`config.mk`:
```
export PLATFORM = sky130hd
export DESIGN_NAME = pc060ha_mailbox
export DESIGN_NICKNAME = d
export VERILOG_FILES = /design/src/rtl/pc060ha_mailbox.sv
export SDC_FILE = /design/constraint.sdc
export NUM_CORES = 1
export LEC_CHECK = 0
export ABC_AREA = 1
export CORE_UTILIZATION = 45
export CTS_BUF_LIST = sky130_fd_sc_hd__clkbuf_8
export DETAILED_ROUTE_END_ITERATION = 6
export HOLD_SLACK_MARGIN = 0.03
export PLACE_DENSITY = 0.69
export SYNTH_ARGS = -nofsm -noshare
export SYNTH_HDL_FRONTEND = slang
export SYNTH_SLANG_ARGS = --single-unit
```
`constraint.sdc`:
```
create_clock -name CLK -period 1.5 [get_ports CLK]
set_clock_uncertainty 0.2 [all_clocks]
set_input_delay 0.225 -clock CLK [delete_from_list [all_inputs] [get_ports CLK]]
set_output_delay 0.225 -clock CLK [all_outputs]
set_load 0.05 [all_outputs]
```
`src/rtl/pc060ha_mailbox.sv`:
```
// PC060HA nibble mailbox: two 4-entry nibble mailboxes between main and sound CPUs,
// full-flag handshake, status page, slave NMI generation and sound-CPU reset control.

module pc060ha_strobe_sync #(
    parameter int STAGES = 2
) (
    input  logic CLK,
    input  logic nRESET,
    input  logic strobe_n_i,
    input  logic cs_n_i,
    output logic event_o
);

    // One extra flop beyond the synchronizer depth holds the previous synced value.
    logic [STAGES:0] sync_q;
    logic            cs_n_q;

    // Strobe synchronizer chain and chip-select sample, all idle-high out of reset
    always_ff @(posedge CLK or negedge nRESET) begin
        if (!nRESET) begin
            sync_q <= {(STAGES + 1){1'b1}};
            cs_n_q <= 1'b1;
        end else begin
            sync_q <= {sync_q[STAGES-1:0], strobe_n_i};
            cs_n_q <= cs_n_i;
        end
    end

    // Access completes on the deasserting edge of the synced strobe.
    assign event_o = sync_q[STAGES-1] & ~sync_q[STAGES] & ~cs_n_q;

endmodule

module pc060ha_mailbox #(
    parameter int SYNC_STAGES = 2
) (
    input  logic       CLK,
    input  logic       nRESET,
    input  logic       M_nCS,
    input  logic       M_nRD,
    input  logic       M_nWR,
    input  logic [2:0] M_PAGE,
    input  logic [3:0] M_DIN,
    output logic [3:0] M_DOUT,
    input  logic       S_nCS,
    input  logic       S_nRD,
    input  logic       S_nWR,
    input  logic [2:0] S_PAGE,
    input  logic [3:0] S_DIN,
    output logic [3:0] S_DOUT,
    output logic       S_nNMI,
    output logic       SND_nRESET
);

    logic m_wr_ev_s;
    logic m_rd_ev_s;
    logic s_wr_ev_s;
    logic s_rd_ev_s;

    logic [3:0][3:0] m2s_q;
    logic [3:0][3:0] m2s_d;
    logic [3:0][3:0] s2m_q;
    logic [3:0][3:0] s2m_d;
    logic [1:0]      m2s_full_q;
    logic [1:0]      m2s_full_d;
    logic [1:0]      s2m_full_q;
    logic [1:0]      s2m_full_d;
    logic [1:0]      m2s_set_s;
    logic [1:0]      m2s_clr_s;
    logic [1:0]      s2m_set_s;
    logic [1:0]      s2m_clr_s;
    logic            nmi_en_q;
    logic            nmi_en_d;
    logic            snd_nreset_q;
    logic            snd_nreset_d;
    logic            s_nnmi_q;
    logic            s_nnmi_d;
    logic [3:0]      m_dout_q;
    logic [3:0]      m_dout_d;
    logic [3:0]      s_dout_q;
    logic [3:0]      s_dout_d;

    pc060ha_strobe_sync #(.STAGES(SYNC_STAGES)) u_m_wr_sync (
        .CLK        (CLK),
        .nRESET     (nRESET),
        .strobe_n_i (M_nWR),
        .cs_n_i     (M_nCS),
        .event_o    (m_wr_ev_s)
    );

    pc060ha_strobe_sync #(.STAGES(SYNC_STAGES)) u_m_rd_sync (
        .CLK        (CLK),
        .nRESET     (nRESET),
        .strobe_n_i (M_nRD),
        .cs_n_i     (M_nCS),
        .event_o    (m_rd_ev_s)
    );

    pc060ha_strobe_sync #(.STAGES(SYNC_STAGES)) u_s_wr_sync (
        .CLK        (CLK),
        .nRESET     (nRESET),
        .strobe_n_i (S_nWR),
        .cs_n_i     (S_nCS),
        .event_o    (s_wr_ev_s)
    );

    pc060ha_strobe_sync #(.STAGES(SYNC_STAGES)) u_s_rd_sync (
        .CLK        (CLK),
        .nRESET     (nRESET),
        .strobe_n_i (S_nRD),
        .cs_n_i     (S_nCS),
        .event_o    (s_rd_ev_s)
    );

    function automatic logic [3:0] rd_mux(
        input logic [2:0]      page,
        input logic [3:0][3:0] mbox,
        input logic [3:0]      status
    );
        logic [3:0] res;
        case (page)
            3'd0, 3'd1, 3'd2, 3'd3: res = mbox[page[1:0]];
            3'd4:                   res = status;
            default:                res = 4'h0;
        endcase
        return res;
    endfunction

    // Pages 1 and 3 carry the handshake for data pairs {0,1} and {2,3}.
    assign m2s_set_s = {m_wr_ev_s & (M_PAGE == 3'd3), m_wr_ev_s & (M_PAGE == 3'd1)};
    assign m2s_clr_s = {s_rd_ev_s & (S_PAGE == 3'd3), s_rd_ev_s & (S_PAGE == 3'd1)};
    assign s2m_set_s = {s_wr_ev_s & (S_PAGE == 3'd3), s_wr_ev_s & (S_PAGE == 3'd1)};
    assign s2m_clr_s = {m_rd_ev_s & (M_PAGE == 3'd3), m_rd_ev_s & (M_PAGE == 3'd1)};

    // Master write decode: mailbox data and sound-CPU reset control
    always_comb begin
        m2s_d        = m2s_q;
        snd_nreset_d = snd_nreset_q;
        if (m_wr_ev_s) begin
            case (M_PAGE)
                3'd0, 3'd1, 3'd2, 3'd3: m2s_d[M_PAGE[1:0]] = M_DIN;
                3'd4:                   snd_nreset_d = ~M_DIN[0];
                default:                m2s_d = m2s_q;
            endcase
        end else begin
            m2s_d = m2s_q;
        end
    end

    // Slave write decode: mailbox data and NMI enable
    always_comb begin
        s2m_d    = s2m_q;
        nmi_en_d = nmi_en_q;
        if (s_wr_ev_s) begin
            case (S_PAGE)
                3'd0, 3'd1, 3'd2, 3'd3: s2m_d[S_PAGE[1:0]] = S_DIN;
                3'd5:                   nmi_en_d = 1'b0;
                3'd6:                   nmi_en_d = 1'b1;
                default:                s2m_d = s2m_q;
            endcase
        end else begin
            s2m_d = s2m_q;
        end
    end

    // Flag update (set has priority over clear), read muxes and NMI request
    always_comb begin
        m2s_full_d = (m2s_full_q & ~m2s_clr_s) | m2s_set_s;
        s2m_full_d = (s2m_full_q & ~s2m_clr_s) | s2m_set_s;
        m_dout_d   = rd_mux(M_PAGE, s2m_q, {m2s_full_q, s2m_full_q});
        s_dout_d   = rd_mux(S_PAGE, m2s_q, {s2m_full_q, m2s_full_q});
        s_nnmi_d   = ~(nmi_en_q & (m2s_full_q[0] | m2s_full_q[1]));
    end

    // Mailbox state and registered outputs
    always_ff @(posedge CLK or negedge nRESET) begin
        if (!nRESET) begin
            m2s_q        <= {4{4'h0}};
            s2m_q        <= {4{4'h0}};
            m2s_full_q   <= 2'b00;
            s2m_full_q   <= 2'b00;
            nmi_en_q     <= 1'b0;
            snd_nreset_q <= 1'b1;
            s_nnmi_q     <= 1'b1;
            m_dout_q     <= 4'h0;
            s_dout_q     <= 4'h0;
        end else begin
            m2s_q        <= m2s_d;
            s2m_q        <= s2m_d;
            m2s_full_q   <= m2s_full_d;
            s2m_full_q   <= s2m_full_d;
            nmi_en_q     <= nmi_en_d;
            snd_nreset_q <= snd_nreset_d;
            s_nnmi_q     <= s_nnmi_d;
            m_dout_q     <= m_dout_d;
            s_dout_q     <= s_dout_d;
        end
    end

    assign M_DOUT     = m_dout_q;
    assign S_DOUT     = s_dout_q;
    assign S_nNMI     = s_nnmi_q;
    assign SND_nRESET = snd_nreset_q;

endmodule

```
==> flow_summary_export.csv <==
group,metric,value,unit
timing,worst_pin_slew,0.3084,ns
clocking,numCtsBuffers,9,
setup_path,cpMaxStageDelayCell,"dfstp_2",
routing,dr.pass1.iters,4,
job,cap_violations,0,
setup_path,critical_path.top_delay_family,"flip-flops",
floorplanning,io_pins,32,
place,portBuffers,31,
final_layout,num-fill-cells,490,
grt,grt_overflow_total,0,
setup_path,reg2reg_slack,0.07,ns
setup_path,worstPathArrival,1.03,ns
clocking,cts_setup_buffers,0,
power_and_ir_drop,p_seq_share,47.9,%
synthesis,syn_area,2651,sq um
setup_path,crit_type,"flip-flop to output port",
grt,grt_max_degree,62,
setup_path,worstSetupEndpointType,"output port",
final_layout,drive_gt1_share,23.22,%
routing,vias_per_cell,4.800,
routing,final_antenna_net_count,0,
setup_path,cp_max_fo,2,
setup_path,required,1.07,ns
grt,antenna_found_initial,0,
synthesis,ys_warn_count,0,
synthesis,yosys.cell_types.count,21,
floorplanning,die-area,6202,sq um
place,hpwl,4.225,mm
final_layout,multiInputGateArea,1007,sq um
grt,grt_util_all_layers,21.24,%
synthesis,synth-seq-cells,61,
setup_path,start_kind,"flip-flop",
clocking,cts_root_buf,"clkbuf_8",
timing,fin_crit,1.459,ns
synthesis,synthCells,312,
synthesis,ys_seq_area_share,58.33,%
clocking,ctsLongestPathBuffers,2,
floorplanning,initial_core_util,47.28,%
floorplanning,die_h,78.76,um
final_layout,syn_to_final_growth,32.75,%
place,dp.cells,435,
setup_path,crit_chain,"buf_12",
routing,num_vias,2165,
power_and_ir_drop,p_leak,1.848,nW
routing,drc,0,
timing,fmax,685.2,MHz
clocking,cts_tree,"built",
timing,hold_viol_final,0,
routing,wl_per_cell,12.56,um
outcome,status,"completed",
final_layout,nets,397,
timing,holdWs,0.09270,ns
grt,grt_first_pass_wirelength,9.784,mm
grt,grt_pass1_vias,2078,
timing,post-route-period-util,97.30,%
timing,max_slew_margin,79.44,%
power_and_ir_drop,power_density,1249,nW/um^2
final_layout,n_antenna_cell,0,
timing,rsz0062_at_grt,"yes",
synthesis,synth_nets,334,
timing,setup_viol,0,
timing,drv_slew,0,
power_and_ir_drop,swShare,28.60,%
power_and_ir_drop,p_sw,1.258,mW
power_and_ir_drop,power_frac_clock,32.0,%
power_and_ir_drop,power_frac_comb,20.1,%
routing,initialDrtViolationCount,140,
floorplanning,core,5608,sq um
final_layout,finalNonFillerCells,451,
setup_path,crit_buf_inv,1,
synthesis,synth_area_per_cell,8.498,sq um
synthesis,synth.top_cell.area_share,42.47,%
power_and_ir_drop,internal-power,3.140,mW
clocking,clk_latency,0.34,ns
final_layout,ff_latch_area,1546,sq um
clocking,htree_levels,3,
clocking,clkTransAtPathRegs,0.07,ns
power_and_ir_drop,vdd_ir_drop_max,0.0008110,V
place,place_congestion,0.8209,
worst_hold_path,hold_class,"primary input to flip-flop",
clocking,clock-sinks,61,
synthesis,yosys.area.top_type,"dfrtp_1",
synthesis,yosys-top-cells-area,"dfrtp_1 (42%), nand2_1 (23%), dfstp_2 (16%), nand3_1 (6.0%), o21ai_0 (1.9%)",
floorplanning,rows,27,
routing,drt_wl_total,5.665,mm
floorplanning,die_x,78.76,um
setup_path,max_stage_delay,0.56,ns
[routing by layer]
metal / GRT usage [%] / up-vias / wire [um]
li1: - / 1103 / -
met1: 27.76 / 1013 / 2648
met2: 33.13 / 45 / 2730
met3: 7.701 / 4 / 251
met4: 6.296 / 0 / 36
met5: 0 / - / 0
[path summary, 6_finish.rpt]
| check | startpoint | endpoint | cells past startpoint |
|---|---|---|---|
| worst max-delay path | SND_nRESET | SND_nRESET | 1 |
| worst min-delay path | S_nCS | u_s_rd_sync.cs_n_q | 1 |
| worst max register to register | u_s_wr_sync.sync_q[1] | s2m_q[7] | 5 |
| worst min register to register | u_s_rd_sync.sync_q[0] | u_s_rd_sync.sync_q[1] | 0 |
| max in group asynchronous | nRESET | u_m_wr_sync.sync_q[1] | 3 |
| min in group asynchronous | nRESET | m2s_q[13] | 3 |
[placed cells by master, fill, tap and decap left out, types with 2 or more instances in the layout]
cell and count:
nor2_2 3, inv_2 6, nor2_1 2, dfrtp_1 45
o21ai_0 10, buf_12 11, nand3_1 31, clkdlybuf4s50_1 20
o21ai_1 5, inv_1 12, dfstp_2 16, clkbuf_8 14
nand2_2 4, buf_4 22, nor2_4 5, nand2_1 163
[kinds of logic (layout without fill, tap and decap cells)]
group	after synthesis	in the layout	synth area share (%)
simple gates	214	214	34.78
flops	61	61	58.33
buf+inv	22	89	4.058
compound gates	15	15	2.831
[synthesized netlist by cell type, drive strengths merged]
cell type / count
dfrtp: 45
nor3: 1
nand3b: 1
nand2: 168
clkinv: 1
nand3: 32
buf: 3
dfstp: 16
nand4: 2
o21ai: 15
inv: 18
nor2: 10
[registers in the layout, indices dropped and copies added (netlist names), 2 cells and up]
signal              count
M_DOUT                  4
S_DOUT                  4
m2s_full_q              2
m2s_q                  16
s2m_full_q              2
s2m_q                  16
u_m_rd_sync.sync_q      3
u_m_wr_sync.sync_q      3
u_s_rd_sync.sync_q      3
u_s_wr_sync.sync_q      3
[power groups by stage]
| stage | clock [mW] | combinational, mW | sequential [mW] |
|---|---|---|---|
| finish | 1.41 | 0.885 | 2.11 |
| global route | 1.51 | 0.980 | 2.13 |
| CTS | 1.43 | 0.892 | 2.10 |
| detailed placement | 0 | 0.887 | 2.13 |
| global placement | 0 | 0.869 | 2.12 |
| floorplan | 0 | 0.351 | 2.20 |
[layout make-up]
cell class	instances	share of cell area (%)
tap	72	2.560
sequential	61	43.94
clock buffer	14	5.475
multi-input combinational	229	28.62
timing repair buffer	55	17.06
inverter	19	2.240
clock inverter	1	0.1066
[per-stage QoR]
stage	instance area, sq um	total power [mW]	utilization [%]	setup TNS [ns]	setup WS (ns)
global placement	3302	2.991	58.88	-6.370	-0.2114
CTS	3508	4.428	62.56	0	0.003274
detailed placement	3302	3.016	58.88	-7.012	-0.2180
floorplan	2651	2.550	-	0	0.1470
finish	3520	4.397	62.76	0	0.04057
global route	3520	4.627	62.76	-0.008088	-0.008088
[timing repair]
action / in CTS / in global routing
resized for setup: 0 / 3
hold buffers: 1 / 0
endpoints found under the hold margin: 61 / 0
endpoints found under the setup margin: 0 / 20
No activity file was read; power rests on OpenSTA's default activity.
